File: config.mk
export PLATFORM = sky130hd
export DESIGN_NAME = uart_rx_fifo
export DESIGN_NICKNAME = d
export VERILOG_FILES = /design/src/rtl/uart_pkg.sv /design/src/rtl/uart_rx_fifo.sv
export SDC_FILE = /design/constraint.sdc
export NUM_CORES = 1
export LEC_CHECK = 0
export ABC_CLOCK_PERIOD_IN_PS = 6400
export CAP_MARGIN = 20
export CELL_PAD_IN_SITES_DETAIL_PLACEMENT = 2
export CELL_PAD_IN_SITES_GLOBAL_PLACEMENT = 2
export CORE_ASPECT_RATIO = 0.6
export CORE_UTILIZATION = 45
export CTS_CLUSTER_DIAMETER = 50
export DETAILED_ROUTE_END_ITERATION = 7
export GPL_TIMING_DRIVEN = 0
export PLACE_DENSITY_LB_ADDON = 0.1
export SLEW_MARGIN = 25
export SYNTH_ARGS = -nofsm -noshare
export SYNTH_HDL_FRONTEND = slang
export SYNTH_SLANG_ARGS = --single-unit
File: constraint.sdc
create_clock -name clk -period 6.4 [get_ports clk]
set_clock_uncertainty 0.15 [all_clocks]
set_input_delay 1.28 -clock clk [delete_from_list [all_inputs] [get_ports clk]]
set_output_delay 1.28 -clock clk [all_outputs]
set_load 0.01 [all_outputs]
File: src/rtl/uart_pkg.sv
// Shared defaults and the entry layout for the UART receive queue.
package uart_pkg;
   localparam int UART_DATA_W = 8;
   localparam int UART_DEPTH  = 16;

   typedef struct packed {
      logic                   ferr;
      logic [UART_DATA_W-1:0] data;
   } rx_entry_t;
endpackage

File: src/rtl/uart_rx_fifo.sv
// Receive FIFO between uart_rx and its consumer: first-word fall-through,
// drops on full unless the head leaves that same cycle, sticky overflow flag.
module uart_rx_fifo
   import uart_pkg::*;
#(
   parameter int DATA_W = UART_DATA_W,
   parameter int DEPTH  = UART_DEPTH
) (
   input  logic                     clk,
   input  logic                     rst_n,
   input  logic [DATA_W-1:0]        in_data,
   input  logic                     in_ferr,
   input  logic                     in_valid,
   output logic [DATA_W-1:0]        out_data,
   output logic                     out_ferr,
   output logic                     out_valid,
   input  logic                     out_ready,
   output logic [$clog2(DEPTH):0]   level,
   output logic                     full,
   output logic                     overflow,
   input  logic                     ovf_clr
);
   localparam int AW = $clog2(DEPTH);
   localparam logic [AW:0] FULL_LVL = DEPTH[AW:0];

   typedef struct packed {
      logic              ferr;
      logic [DATA_W-1:0] data;
   } entry_t;

   entry_t        mem [DEPTH];
   logic [AW-1:0] wr_ptr, rd_ptr;
   logic          push, pop, drop;

   assign out_valid = (level != '0);
   assign full      = (level == FULL_LVL);
   assign pop       = rst_n && out_valid && out_ready;
   assign push      = rst_n && in_valid && (!full || pop);
   assign drop      = rst_n && in_valid && full && !pop;

   assign out_data  = mem[rd_ptr].data;
   assign out_ferr  = mem[rd_ptr].ferr;

   // No reset on storage so it maps onto distributed RAM with async read.
   always_ff @(posedge clk) begin
      if (push) mem[wr_ptr] <= '{ferr: in_ferr, data: in_data};
   end

   // Pointers wrap naturally since DEPTH is a power of two.
   always_ff @(posedge clk) begin
      if (!rst_n) begin
         wr_ptr   <= '0;
         rd_ptr   <= '0;
         level    <= '0;
         overflow <= 1'b0;
      end else begin
         if (push) wr_ptr <= wr_ptr + 1'b1;
         if (pop)  rd_ptr <= rd_ptr + 1'b1;
         if (push && !pop)      level <= level + 1'b1;
         else if (pop && !push) level <= level - 1'b1;
         if (drop)         overflow <= 1'b1;
         else if (ovf_clr) overflow <= 1'b0;
      end
   end
endmodule
Yosys cells after proc, flatten, opt, wreduce, memory -nomap -nowiden. Memory sizes are Yosys's and may differ from the RTL's. A register that Yosys moved wholly into a read port is not among the register bits. Index checks and enable logic that the tools add are counted.

Bits in registers: 14. Bits in latches: 0. Bits in writable memories: 144. Bits in read-only memories: 0. Output and inout port bits: 17. Logic and storage cells: 33. Memories kept: 1.

Add/subtract/negate cells: 4. Multiply operators: 0. Div/mod/pow operators: 0. Magnitude comparators: 0. Eq/ne operators: 1. Shift operators: 0. Multiplexer cells: 8. Bitwise logic cells: 0. Reductions and logical operators: 15.

Memory list: mem (depth 16, width 9, rd ports 1, clocked after memory_dff 1, wr ports 1, line uart_rx_fifo.sv:31) `entry_t mem [DEPTH];`.

Operators with widths (number): 5-bit 2-to-1 mux (2); 4-bit by 1-bit adder with 4-bit output, second input constant (2); 1-bit logical AND (8); 4-bit 2-to-1 mux (2); 5-bit by 1-bit adder with 5-bit output, second input constant (1); 5-bit equality test, second input constant (1); 5-bit nonzero test (1); 5-bit by 1-bit subtractor with 5-bit output, second input constant (1); 1-bit 2-to-1 mux (4); 2-bit nonzero test (2); 1-bit logical NOT (3); 1-bit logical OR (1).

Longest topological paths before layout. Gate-level depths: netlist of run 1.

Depth after elaboration: 9. Mapped depth: 11. Mapped depth without buffers: 10.

Least setup slack after synthesis of run 1. OpenSTA, ideal clock, no wires.

Kind: input to register. Start point: input port out_ready. End point: register level[4]. Arrival time: 3.251 ns. Required time: 6.178 ns. Slack: 2.928 ns. Stages: 9. Path buffers: 0. Cells stage by stage: nand2b_1 -> or2_4 -> and3_1 -> ha_1 -> fa_1 -> nand2b_1 -> a21oi_1 -> mux2i_1 -> mux2i_1.

Word-level cells in the longest chain between the ends: 6. Elaborated cells between the ends (all ways): 9. Those cells by class: mux (1); reduce/logical (8).

Ends and longest elaborated chain: start, declared (line uart_rx_fifo.sv:17) `input logic out_ready,`; 1-bit logical AND (*) (line uart_rx_fifo.sv:37) `assign pop = rst_n && out_valid && out_ready;`; 1-bit logical OR (*) (line uart_rx_fifo.sv:38) `assign push = rst_n && in_valid && (!full || pop);`; 1-bit logical AND (*) (line uart_rx_fifo.sv:38); via push (line uart_rx_fifo.sv:33) `logic push, pop, drop;`; 1-bit logical NOT (line uart_rx_fifo.sv:60) `else if (pop && !push) level <= level - 1'b1;`; 1-bit logical AND (line uart_rx_fifo.sv:60); 2-bit nonzero test (no source line); end signal, assigned (line uart_rx_fifo.sv:59) `if (push && !pop) level <= level + 1'b1;`; end signal, assigned (line uart_rx_fifo.sv:60); end, declared (line uart_rx_fifo.sv:18) `output logic [$clog2(DEPTH):0] level,`.

The timed path passes the listed nets; every way through them passes the cells marked *. A chain may end at the register's enable or synchronous reset.

==> tab_implementation.tex, run 1 <==
\begin{tabular}{lr}
\hline
Metric & Value \\
\hline
\multicolumn{2}{l}{\textbf{Clocking}} \\
Clock Latency Late Sink & approximately 0.42 ns \\
Longest Clk Path Bufs & 2 \\
Gates resized, CTS repair & 0 \\
Post-CTS setup repair buffer count & 0 \\
Clock transition at the register clock pins on the worst setup and hold paths after CTS & 0.07 ns \\
Root buf cell & clkbuf\_16 \\
Clock tree from TritonCTS & yes \\
Inserted Clock Buffers & 17 \\
Number of buffers inserted for hold repair after clock tree synthesis & 0 \\
Number of H-tree levels & 4 \\
Clock Sinks & roughly 160 \\
\multicolumn{2}{l}{\textbf{Logic synthesis}} \\
Count of different cell masters after synthesis & 38 \\
Net count after synthesis & 371 \\
Post-Syn Instances & about 350 \\
Register area share after synthesis & 72.5\% \\
Fraction of post-synthesis cell area in the top cell type by area & 66.9\% \\
Cell taking the most area after synthesis & edfxtp\_1 \\
Synth area leaders & edfxtp\_1, mux4\_2, dfxtp\_1, a22oi\_1, ha\_1 \\
Synthesized area per cell & 18.6 µm² \\
Area of the mapped netlist & 0.00646 mm² \\
Total number of yosys warnings & 0 \\
Number of synthesized register bits & $\sim$160 \\
\multicolumn{2}{l}{\textbf{Timing}} \\
Fin Setup TNS & 0 ns \\
Tmin final & 4.38 ns \\
Total of endpoints with negative setup slack in the final report & 0 \\
Final worst path period share & 68.4\% \\
Unrepaired setup endpoints after global routing & no \\
Fin. max-slew vios & 0 \\
Worst slew margin relative to its limit & about 27\% \\
Total count of hold-check failures in the final report & 0 \\
Actual slew at the worst max-slew pin & 1.09 ns \\
FMAX & 228 MHz \\
\multicolumn{2}{l}{\textbf{Critical path}} \\
CP arrival & 2.95 ns \\
End of the worst register-to-register path & level[4] \\
Class of the most critical setup path & reg2out \\
Required time of the worst setup path & 4.97 ns \\
Register-to-register setup slack & 2.96 ns \\
Depth of the worst register-to-register path & 10 \\
Maximum fanout count along the critical path & 10 \\
Crit end category & primary output \\
Worst flop-to-flop path startpoint & level[0] \\
CP Launch Type & flip-flop \\
\multicolumn{2}{l}{\textbf{Die}} \\
Number of I/O pins & 31 \\
Die Wd & 157 µm \\
Vertical die dimension & 94.8 µm \\
Number of rows created at floorplan & 33 \\
Initial Util & 46.7\% \\
Die outline area & 0.0149 mm² \\
Area of the placeable core & around 0.014 mm² \\
\multicolumn{2}{l}{\textbf{Detailed routing}} \\
Starting DRC count in detailed routing & 228 \\
DRT Wirelength & roughly 18,000 µm \\
Via count & between 3,000 and 4,000 \\
Post-DR vias/cell & 5.76 \\
Number of antenna-violating nets in the routed design & 0 \\
M1 WL & 8290 µm \\
Routed length per instance & 29.8 µm \\
Met3 routed wirelength & 922 µm \\
Top routing layer used & met4 \\
DR pass1 iterations & 4 \\
Detailed route wirelength on metal2 & 8510 µm \\
Residual DRC count & 0 \\
\multicolumn{2}{l}{\textbf{Hold path}} \\
Hold path endpoint & level[3] \\
Number of cells on the worst hold path & 2 \\
Critical hold path startpoint & level[3] \\
Hold Path Class & reg2reg \\
\multicolumn{2}{l}{\textbf{GRT}} \\
Number of antenna violations at the first check in global routing & 0 \\
Wire length of the first global-routing pass & between 20,000 and 30,000 µm \\
GRT overflow & 0 \\
All-layer global routing usage & 26.3\% \\
Number of global-route vias before repair & 3,765 \\
Largest net degree at the start of global routing & 17 \\
\multicolumn{2}{l}{\textbf{Cells and area}} \\
Area overhead of the layout relative to synthesis & 17.8\% \\
Nets & 419 \\
Number of filler instances in the final layout & $\sim$1,200 \\
Diode count & 0 \\
Most frequent cells in the layout & edfxtp\_1, mux4\_2, clkdlybuf4s50\_1, nor2\_1 \\
Most common cell after layout, fill and taps aside & edfxtp\_1 \\
Fraction of layout cells with a size suffix above 1 & 20.6\% \\
\multicolumn{2}{l}{\textbf{Power and ir drop}} \\
Total power draw & 0.00310 W \\
Highest ir drop seen on vdd & 0.219 mV \\
Total power per unit cell area & 407 mW/mm² \\
Leakage dissipation & 2.45 nW \\
\multicolumn{2}{l}{\textbf{Run}} \\
Number of max-cap violations & 0 \\
\multicolumn{2}{l}{\textbf{Outcome}} \\
Status & finished clean \\
\multicolumn{2}{l}{\textbf{Placement}} \\
Routability Congestion & 0.758 \\
Quantity of I/O buffers inserted on ports & 29 \\
Final HPWL from detailed placement & 11,600 µm \\
\hline
\end{tabular}
-- synth_stat cells, drive strengths merged --
cell type,instances
edfxtp,144
mux4,36
nor2,23
a22oi,18
dfxtp,18
nand2,14
nand3,11
and2,9
clkbuf,9
ha,9
buf,7
inv,6
nor2b,5
xnor2,5
o21a,4
o21ai,4
a21oi,3
mux2i,3
nand2b,3
nand3b,2
nor3,2
o211ai,2
a21boi,1
a21o,1
and3,1
fa,1
nand4b,1
or2,1
or3,1
or4,1
or4b,1
xor2,1
-- worst max path at each step --
stage	depth (start not counted)	to	slack, ns	startpoint
2_1_floorplan	9	level[4]	2.93	out_ready
3_3_place_gp	10	level[4]	1.94	out_ready
3_5_place_dp	9	level[4]	1.90	rst_n
4_1_cts	6	out_data[4]	1.99	flip-flop
5_1_grt	6	out_data[5]	1.92	flip-flop
6_report	6	out_ferr	2.02	flip-flop
-- flip-flops by register name, indices dropped and copies added (netlist names), named ones only --
register / count
rd_ptr: 4
mem: 144
level: 5
wr_ptr: 4
overflow: 1
-- metal layers --
metal	global-route usage [%]	vias up
met5	0	-
met4	7.35	0
met3	3.76	15
met2	41.8	73
met1	38.1	1893
li1	-	1472
-- where the power goes --
group | leakage, nW | switching (W) | internal (W)
Combinational | 0.699 | 0.000418 | 0.000373
Sequential | 1.44 | 0.0000359 | 0.00119
Clock | 0.306 | 0.000457 | 0.000628
-- final cells by class --
cell class	count	area (µm²)	share of cell area [%]
buffer	16	76.3	1.00
clock buffer	17	425	5.59
clock inverter	15	194	2.55
inverter	6	22.5	0.296
multi-input combinational	163	1680	22.1
sequential	162	4680	61.5
tap	192	240	3.16
timing repair buffer	29	290	3.81
-- cell families (layout without fill, tap and decap cells) --
group | after synthesis | count (layout) | synth area share, %
DFF | 162 | 162 | 72.5
and+or+nand+nor | 75 | 75 | 6.02
muxes | 39 | 39 | 13.0
AOI/OAI and AO/OA | 33 | 33 | 4.09
buffers and inverters | 22 | 83 | 1.53
adders and majority gates | 10 | 10 | 2.05
xor gates and xnor gates | 6 | 6 | 0.813
-- stage by stage --
| step | instances | instance area, µm² | util, % | hold WS, ns | setup WS, ns |
|---|---|---|---|---|---|
| 2_1_floorplan | 347 | 6460 | - | 0.339 | 2.93 |
| 5_1_grt | 600 | 7610 | 55.0 | 0.450 | 1.92 |
| 6_report | 600 | 7610 | 55.0 | 0.413 | 2.02 |
| 3_5_place_dp | 568 | 6990 | 50.6 | 0.402 | 1.90 |
| 3_3_place_gp | 568 | 6990 | 50.6 | 0.373 | 1.94 |
| 4_1_cts | 600 | 7610 | 55.0 | 0.416 | 1.99 |
-- worst max-delay path, cell delays in order (launching register included) --
cell,delay (ns)
dfxtp_1,0.31
clkbuf_2,0.27
clkbuf_1,0.62
mux4_2,0.47
a22oi_1,0.26
nand2_1,0.10
clkdlybuf4s50_1,0.49
No activity file was read; power rests on OpenSTA's default activity.
==> run 2: changes to the inputs <==
ABC_CLOCK_PERIOD_IN_PS = 4000   (was 6400)
CORE_UTILIZATION = 41   (was 45)
clock period = 4 ns   (was 6.4 ns; I/O delays follow)
==> tab_implementation.tex, run 2 (synthesis results as in run 1) <==
\begin{tabular}{lr}
\hline
Metric & Value \\
\hline
\multicolumn{2}{l}{\textbf{Outcome}} \\
Status & finished clean \\
\multicolumn{2}{l}{\textbf{Clocking}} \\
Clock tree from TritonCTS & yes \\
Longest Clk Path Bufs & 2 \\
Number of H-tree levels & 4 \\
Inserted Clock Buffers & 17 \\
Clock transition at the register clock pins on the worst setup and hold paths after CTS & 0.07 ns \\
Post-CTS setup repair buffer count & 0 \\
Gates resized, CTS repair & 0 \\
Number of buffers inserted for hold repair after clock tree synthesis & 0 \\
Clock Latency Late Sink & between 0.4 and 0.5 ns \\
Root buf cell & clkbuf\_16 \\
Clock Sinks & 162 \\
\multicolumn{2}{l}{\textbf{Timing}} \\
Actual slew at the worst max-slew pin & 1.04 ns \\
Fin Setup TNS & 0 ns \\
Fin. max-slew vios & 0 \\
Tmin final & 3.84 ns \\
FMAX & 260 MHz \\
Total of endpoints with negative setup slack in the final report & 0 \\
Worst slew margin relative to its limit & a little under a third \\
Total count of hold-check failures in the final report & 0 \\
Unrepaired setup endpoints after global routing & no \\
Final worst path period share & 96.1\% \\
\multicolumn{2}{l}{\textbf{Critical path}} \\
Slowest library cell on the worst path & clkbuf\_1 \\
Chain of cells forming the critical path & clkbuf\_2 -> clkbuf\_1 -> mux4\_2 -> a22oi\_1 -> nand2\_1 -> clkdlybuf4s50\_1 \\
CP arrival & between 2 and 3 ns \\
Cell type group with the largest total delay on the critical path & buffers and inverters \\
Required time of the worst setup path & 3.05 ns \\
Buf+Inv Stages, Crit Path & 3 \\
Register-to-register setup slack & roughly 0.74 ns \\
Crit end category & primary output \\
Class of the most critical setup path & reg2out \\
CP Launch Type & flip-flop \\
Maximum fanout count along the critical path & 10 \\
Peak per-stage delay on the critical path & 0.60 ns \\
\multicolumn{2}{l}{\textbf{Cells and area}} \\
Number of filler instances in the final layout & 1,347 \\
Multi-input logic area & between 0.0015 and 0.002 mm² \\
Most common cell after layout, fill and taps aside & edfxtp\_1 \\
Fraction of layout cells with a size suffix above 1 & 21.1\% \\
Diode count & 0 \\
Most frequent cells in the layout & edfxtp\_1, mux4\_2, clkdlybuf4s50\_1, nor2\_1, clkbuf\_16 \\
Number of flip-flops in the largest register & between 100 and 150 \\
Area taken by flip-flops and latches & about 0.0047 mm² \\
Post-route non-filler standard cell count & 611 \\
Nets & 419 \\
Area overhead of the layout relative to synthesis & 17.3\% \\
Regs by FF count & mem (144), level (5) \\
Largest register by flop count & mem \\
\multicolumn{2}{l}{\textbf{Detailed routing}} \\
Post-DR vias/cell & 5.47 \\
Number of antenna-violating nets in the routed design & 0 \\
DR pass1 iterations & 4 \\
Via count & 3,340 \\
Starting DRC count in detailed routing & 337 \\
DRT Wirelength & approximately 16,000 µm \\
Residual DRC count & 0 \\
Routed length per instance & 26.6 µm \\
\multicolumn{2}{l}{\textbf{Placement}} \\
Final HPWL from detailed placement & around 11,000 µm \\
Quantity of I/O buffers inserted on ports & 29 \\
Routability Congestion & 0.780 \\
Count of placed standard cells including taps & 579 \\
\multicolumn{2}{l}{\textbf{GRT}} \\
All-layer global routing usage & 21.9\% \\
Number of antenna violations at the first check in global routing & 0 \\
Largest net degree at the start of global routing & 17 \\
Number of global-route vias before repair & 3,642 \\
GRT overflow & 0 \\
Wire length of the first global-routing pass & 24,300 µm \\
\multicolumn{2}{l}{\textbf{Hold path}} \\
Hold Path Class & reg2reg \\
\multicolumn{2}{l}{\textbf{Die}} \\
Number of I/O pins & 31 \\
Area of the placeable core & roughly 0.015 mm² \\
Die Wd & 164 µm \\
Number of rows created at floorplan & 35 \\
Vertical die dimension & 99.3 µm \\
Initial Util & between 40\% and 50\% \\
Die outline area & 0.0163 mm² \\
\multicolumn{2}{l}{\textbf{Power and ir drop}} \\
Design internal power & 0.00339 W \\
Leakage dissipation & roughly 2.4 nW \\
Total net switching power & 0.00135 W \\
Total power per unit cell area & around 630 mW/mm² \\
Share of power burned in the clock network & between 30\% and 40\% \\
Highest ir drop seen on vdd & around 0.24 mV \\
Part of the total power dissipated in combinational logic & around 26\% \\
Switching portion of total power & roughly 28\% \\
Sequential Power Share & 41.3\% \\
\multicolumn{2}{l}{\textbf{Run}} \\
Number of max-cap violations & 0 \\
\hline
\end{tabular}
[run 2: cell types whose count changed in the layout (fill, tap and decap cells not counted)]
| cell | before | now |
|---|---|---|
| bufinv_16 | 3 | 0 |
| inv_8 | 3 | 0 |
| nor2_1 | 23 | 19 |
| clkinvlp_4 | 0 | 2 |
| nor2_2 | 0 | 4 |
| clkinv_4 | 2 | 0 |
| clkbuf_16 | 17 | 19 |
| inv_4 | 0 | 3 |
| clkbuf_8 | 0 | 1 |
| clkbuf_1 | 8 | 11 |
| clkinv_1 | 1 | 0 |
| inv_6 | 5 | 3 |
[run 2: power by group through the flow]
stage / clock (W) / combinational, W / sequential [W]
3_3_place_gp: 0 / 0.00119 / 0.00199
5_1_grt: 0.00166 / 0.00132 / 0.00196
3_5_place_dp: 0 / 0.00122 / 0.00199
6_report: 0.00157 / 0.00121 / 0.00196
2_1_floorplan: 0 / 0.000768 / 0.00199
4_1_cts: 0.00159 / 0.00124 / 0.00196
[run 2: path summary, 6_finish.rpt]
check / depth (start not counted) / to / start
worst max-delay path: 6 / out_data[6] / flip-flop
worst min-delay path: 2 / wr_ptr[1] / wr_ptr[1]
worst max register to register: 10 / level[4] / level[0]
worst min register to register: 2 / wr_ptr[1] / wr_ptr[1]
[run 2: area by class of cell]
cell class                 instances  share of cell area (%)
buffer                            16                    1.01
clock buffer                      23                    6.60
clock inverter                     9                   0.858
inverter                           6                   0.297
multi-input combinational        163                    22.3
sequential                       162                    61.8
tap                              203                    3.35
timing repair buffer              29                    3.83
[run 2: tightest hold or removal path, cell delays in order, from the launching register on]
cell and delay, ns:
dfxtp_1 0.35, nand2_1 0.07, a21boi_0 0.07
[run 2: stage by stage]
stage	hold WS, ns	utilization [%]	power [W]	area, µm²	setup slack [ns]
after floorplan	0.339	-	0.00275	6460	0.998
after global placement	0.373	45.6	0.00318	7010	0.0856
after detailed placement	0.377	45.6	0.00321	7010	0.0981
after CTS	0.388	49.3	0.00478	7570	0.130
after global routing	0.444	49.3	0.00493	7580	0.0204
final	0.383	49.3	0.00474	7580	0.156
[run 2: metal layers]
metal	share of wire, %	global-route usage (%)
met1	48	33.0
met2	46	32.6
met3	5.4	3.67
met4	1.1	6.77
met5	0	0
==> patch 1, RTL diff (flow settings as in run 1) <==
Make the reset (`rst_n`) asynchronous in one clocked block.
--- a/src/rtl/uart_rx_fifo.sv
+++ b/src/rtl/uart_rx_fifo.sv
@@ -49,3 +49,3 @@
    // Pointers wrap naturally since DEPTH is a power of two.
-   always_ff @(posedge clk) begin
+   always_ff @(posedge clk or negedge rst_n) begin
       if (!rst_n) begin
Function: differs if rst_n is asserted again (counterexample within 4 cycles, from zero or initial values and one cycle with rst_n low); with rst_n held inactive, the same outputs for 10 cycles.
==> patch 1 against run 1 <==
- power up 14%
- worst setup slack worse by 0.38 ns
- non-clock buffer count is 7 higher
- sequential power increased by 7%
- design area is 1.9% higher
- sequential cell count decreased by 4
- final cell count decreased by 2.0%
- critical path depth grew 5
- register-to-register slack got worse by 0.12 ns
- wire length shrank 2.8%
- synthesized area up 0.46%
- largest cell class unchanged
==> patch 1: results (changes against run 1) <==
* Crit path launch: rst_n
* Flop2flop setup slack at 2.84 ns (-0.12 ns)
* Synth cell types at 39 (+2.6%)
* HPWL Detailed at 10800 um (-6.3%)
* CP max stage cell: clkdlybuf4s50_1
* Vias in the first global route at 3815 (+1.3%)
* Worst VDD drop at 211 uV (-3.6%)
* Postcts setup bufs at 0 (unchanged)
* Routing usage on met3 at 5.95% (+2.2 points)
* Worst Tran Pin Value at 0.942 ns (-0.152 ns)
* CP max FO at 17 (+7)
* Status: finished clean
* Top post-synthesis cells by count: 144 x edfxtp_1, 24 x mux4_1, 22 x nand2_1
* FF-to-FF Start: level[1]
* Share of cells above drive strength 1 at 17.4% (-3.2 points)
* Post-synthesis sequential area ratio at 72.0% (-0.49 points)
* Setup crit end kind: flip-flop
* Syn nets at 352 (-5.1%)
* Worst R2R End: level[4]
* Largest net degree at the start of global routing at 18 (+1)
* Final cell count without fillers at 588 (-2.0%)
* First-pass GRT wire length at 25600 um (-1.3%)
* Met1 global-route usage at 34.5% (-3.6 points)
* Ys async rst share at 8.86% (+8.9 points)
* Routed Wire Length at 17400 um (-2.8%)
* Final Net Count at 408 (-2.6%)
* Total GRT Usage at 25.6% (-0.67 points)
* Delay of the slowest critical-path stage at 1.06 ns (+0.44 ns)
* Port bufs at 30 (+3.4%)
* Met2 Usage GRT at 42.0% (+0.19 points)
* Leakage at 2.68 nW (+9.5%)
* FF-to-FF path depth at 12 (+2)
* Worst Path Arrival at 4.88 ns (+1.93 ns)
* Inst Count DP at 557 (-1.9%)
* Placed cell areas at 0.00711 sq mm (+1.7%)
* Via count at 3495 (+1.2%)
patch 1: cells by family (layout without fill, tap and decap cells):
group	Yosys count	after routing	synth area share, %
flops	158	158	72.0
simple gates	57	57	4.84
mux	37	37	14.0
compound gates	31	31	3.45
buf+inv	26	94	2.29
fa+ha+maj	10	10	2.04
xor+xnor	9	9	1.33
patch 1: metrics by stage:
step	utilization [%]	power [W]	setup WS, ns	hold slack [ns]
2_1_floorplan	-	0.00195	3.08	0.340
3_3_place_gp	50.7	0.00234	1.07	0.368
3_5_place_dp	51.3	0.00242	1.27	0.388
4_1_cts	55.9	0.00357	1.60	0.409
5_1_grt	55.9	0.00368	1.35	0.433
6_report	55.9	0.00355	1.64	0.402
patch 1: layout make-up:
| class | instances | area, sq um |
|---|---|---|
| Buffer | 15 | 108 |
| Clock buffer | 17 | 425 |
| Clock inverter | 14 | 218 |
| Fill cell | 1184 | 6120 |
| Inverter | 11 | 41.3 |
| Multi-Input combinational cell | 144 | 1700 |
| Sequential cell | 158 | 4670 |
| Tap cell | 192 | 240 |
| Timing Repair Buffer | 37 | 348 |
patch 1: worst min path at each step:
| stage | cells after the start | start | to | slack (ns) |
|---|---|---|---|---|
| final | 2 | overflow | overflow | 0.40 |
| after global routing | 2 | overflow | overflow | 0.43 |
| after CTS | 2 | overflow | overflow | 0.41 |
| after detailed placement | 1 | rd_ptr[3] | rd_ptr[3] | 0.39 |
| after global placement | 2 | overflow | overflow | 0.37 |
| after floorplan | 1 | rd_ptr[3] | rd_ptr[3] | 0.34 |
patch 1: critical path: cells and delay by family:
kind                       cells  cell delay, ns
AOI/OAI and AO/OA              3            0.57
and+or+nand+nor                2            0.64
buffers and inverters          4            1.66
adders and majority gates      2            0.71
patch 1: power breakdown:
group | internal [W] | switching, W | leakage [nW] | total (W)
Combinational | 0.000521 | 0.000604 | 0.907 | 0.00113
Clock | 0.000692 | 0.000435 | 0.307 | 0.00113
Sequential | 0.00122 | 0.0000801 | 1.47 | 0.00130
patch 1: routing by layer:
layer	up-vias	wire length [um]
met2	112	8460
met1	1895	7880
met5	-	0
li1	1465	-
met3	23	786
met4	0	250
==> patch 2, RTL diff (config.mk and constraints of run 1) <==
Without the edit above. `UART_DEPTH`: 16 -> 8.
--- a/src/rtl/uart_pkg.sv
+++ b/src/rtl/uart_pkg.sv
@@ -3,3 +3,3 @@
    localparam int UART_DATA_W = 8;
-   localparam int UART_DEPTH  = 16;
+   localparam int UART_DEPTH  = 8;
 
Ports: changed (resized level); port bits go from 31 to 30. No check against the original RTL was run, so the function may have changed too.
==> patch 2 against run 1 <==
- non-clock buffer count decreased by 3
- wire length fell by 52%
- register-to-register slack improved by 0.28 ns
- worst setup slack better by 0.23 ns
- design area down 44%
- synthesized area decreased by 47%
- die area shrank 46%
- via count fell by 46%
- first-iteration DRC count fell by 32%
- sequential cell count is 76 lower
- final cell count fell by 43%
- sequential power shrank 44%
- power down 44%
- critical path depth is 1 lower
- critical endpoint is now out_data[3]
- highest routed layer unchanged
==> patch 2: results (changes against run 1) <==
* Post-synth top flop: edfxtp_1
* Worst min path class: flip-flop to flip-flop
* Root buffer cell: clkbuf_16
* First-pass GRT wire length at 13500 um (-48%)
* Total GRT Usage at 24.9% (-1.4 points)
* Worst R2R End: level[3]
* Flop2flop setup slack at 3.24 ns (+0.28 ns)
* Min-Delay Path Depth at 1 (-1)
* Clock Tree Buf Depth at 2 (unchanged)
* FF-to-FF Start: level[0]
* Placed cell areas at 0.00394 sq mm (-44%)
* Resized cells post-CTS at 0 (unchanged)
* Min-delay src: rd_ptr[2]
* Via density at 5.48 (-4.8%)
* Skew-Pair Late Insertion Delay at 0.34 ns (-0.08 ns)
* Status: finished clean
* Biggest regs: mem: 72 flops, level: 4 flops
* Worst Tran Pin Value at 1.00 ns (-0.0927 ns)
* Port bufs at 28 (-3.4%)
* Routability Congestion at 0.781 (+3.1%)
* Syn nets at 208 (-44%)
* Hold buffers post-CTS at 0 (unchanged)
* Routed Wire Length at 8600 um (-52%)
* Top post-synthesis cells by count: 72 x edfxtp_1, 18 x mux4_2, 14 x dfxtp_1
* Number of flops mapped to enable cells by yosys at 72 (-50%)
* Initial antenna violation count at 0 (unchanged)
* Worst VDD drop at 263 uV (+20%)
* Yosys warnings at 0 (unchanged)
* Clock slew at reported path FFs at 0.06 ns
* Ys async rst share at 0% (unchanged)
* Share of cells above drive strength 1 at 26.1% (+5.5 points)
* CP max FO at 10 (unchanged)
* Antenna Cells at 0 (unchanged)
* Final Hold Fails at 0 (unchanged)
* Postcts setup bufs at 0 (unchanged)
* CTS H-tree depth at 3 (-1)
* Synth top area cells: edfxtp_1 63%, mux4_2 12%, dfxtp_1 8.1%, mux2_2 2.9%, ha_1 1.8%
* Worst Path Arrival at 2.72 ns (-0.23 ns)
* Synth cell types at 32 (-16%)
* Drt pass-1 iters at 4 (unchanged)
* Final Net Count at 253 (-40%)
* FF-to-FF path depth at 10 (unchanged)
* Num CTS Buffers at 9 (-8)
* HPWL Detailed at 6250 um (-46%)
* Vias in the first global route at 2143 (-43%)
* Leakage at 1.42 nW (-42%)
* Initial drt markers at 154 (-32%)
* Sw Share at 26.7% (-2.7 points)
* Largest net degree at the start of global routing at 15 (-2)
* Post-synthesis sequential area ratio at 70.7% (-1.8 points)
* Hold Path Sink: rd_ptr[2]
==> patch 2: worst max-delay path by stage <==
stage	from	end	slack [ns]	cells past startpoint
floorplan	rst_n	level[3]	3.06	11
detailed placement	out_ready	level[3]	2.26	11
global placement	out_ready	mem[4][2]	1.75	4
global route	flip-flop	out_data[3]	2.06	5
CTS	flip-flop	out_data[3]	2.21	5
finish	flip-flop	out_data[3]	2.25	5
==> patch 2: power by group through the flow <==
stage / Clock (W) / Sequential (W) / Combinational [W]
finish: 0.000579 / 0.000688 / 0.000471
global route: 0.000608 / 0.000692 / 0.000512
CTS: 0.000590 / 0.000689 / 0.000481
detailed placement: 0 / 0.000700 / 0.000478
global placement: 0 / 0.000688 / 0.000436
floorplan: 0 / 0.000689 / 0.000280
==> patch 2: kinds of logic (layout without fill, tap and decap cells) <==
family | count (synthesis) | after routing | share of synthesized area [%]
AOI/OAI and AO/OA | 10 | 10 | 2.10
xor gates and xnor gates | 5 | 5 | 1.27
adders and majority gates | 6 | 6 | 2.39
buffers and inverters | 11 | 61 | 1.70
DFF | 86 | 86 | 70.7
muxes | 30 | 30 | 15.5
and+or+nand+nor | 40 | 40 | 6.27
==> patch 2: through the flow <==
step	power [W]	hold WS (ns)	instances	setup WS, ns	utilization, %
after floorplan	0.000968	0.277	188	3.06	-
after global placement	0.00112	0.298	320	1.75	52.5
after detailed placement	0.00118	0.315	326	2.26	53.6
after CTS	0.00176	0.340	342	2.21	58.2
after global routing	0.00181	0.352	342	2.06	58.2
final	0.00174	0.339	342	2.25	58.2
==> patch 2: layout make-up <==
class,instances,area (sq um)
fillers,608,3080
flip-flops and latches,86,2440
clock buffers,13,272
multi-input cells,91,987
plain buffers,8,47.5
clock inverters,3,65.1
inverters,3,11.3
repair buffers,34,327
well taps,104,130
==> patch 2: worst max-delay path: stages (launching register included) <==
cell and delay [ns]:
dfxtp_1 0.31, clkbuf_1 0.46, buf_2 0.43, mux4_2 0.40, mux2_2 0.30, clkdlybuf4s50_1 0.48
==> patch 2: metal layers <==
layer / track usage, % / vias to the layer above / part of all wire [%]
li1: - / 833 / -
met1: 33.4 / 997 / 44
met2: 40.6 / 35 / 51
met3: 5.82 / 8 / 3.7
met4: 7.79 / 0 / 1.3
met5: 0 / - / 0
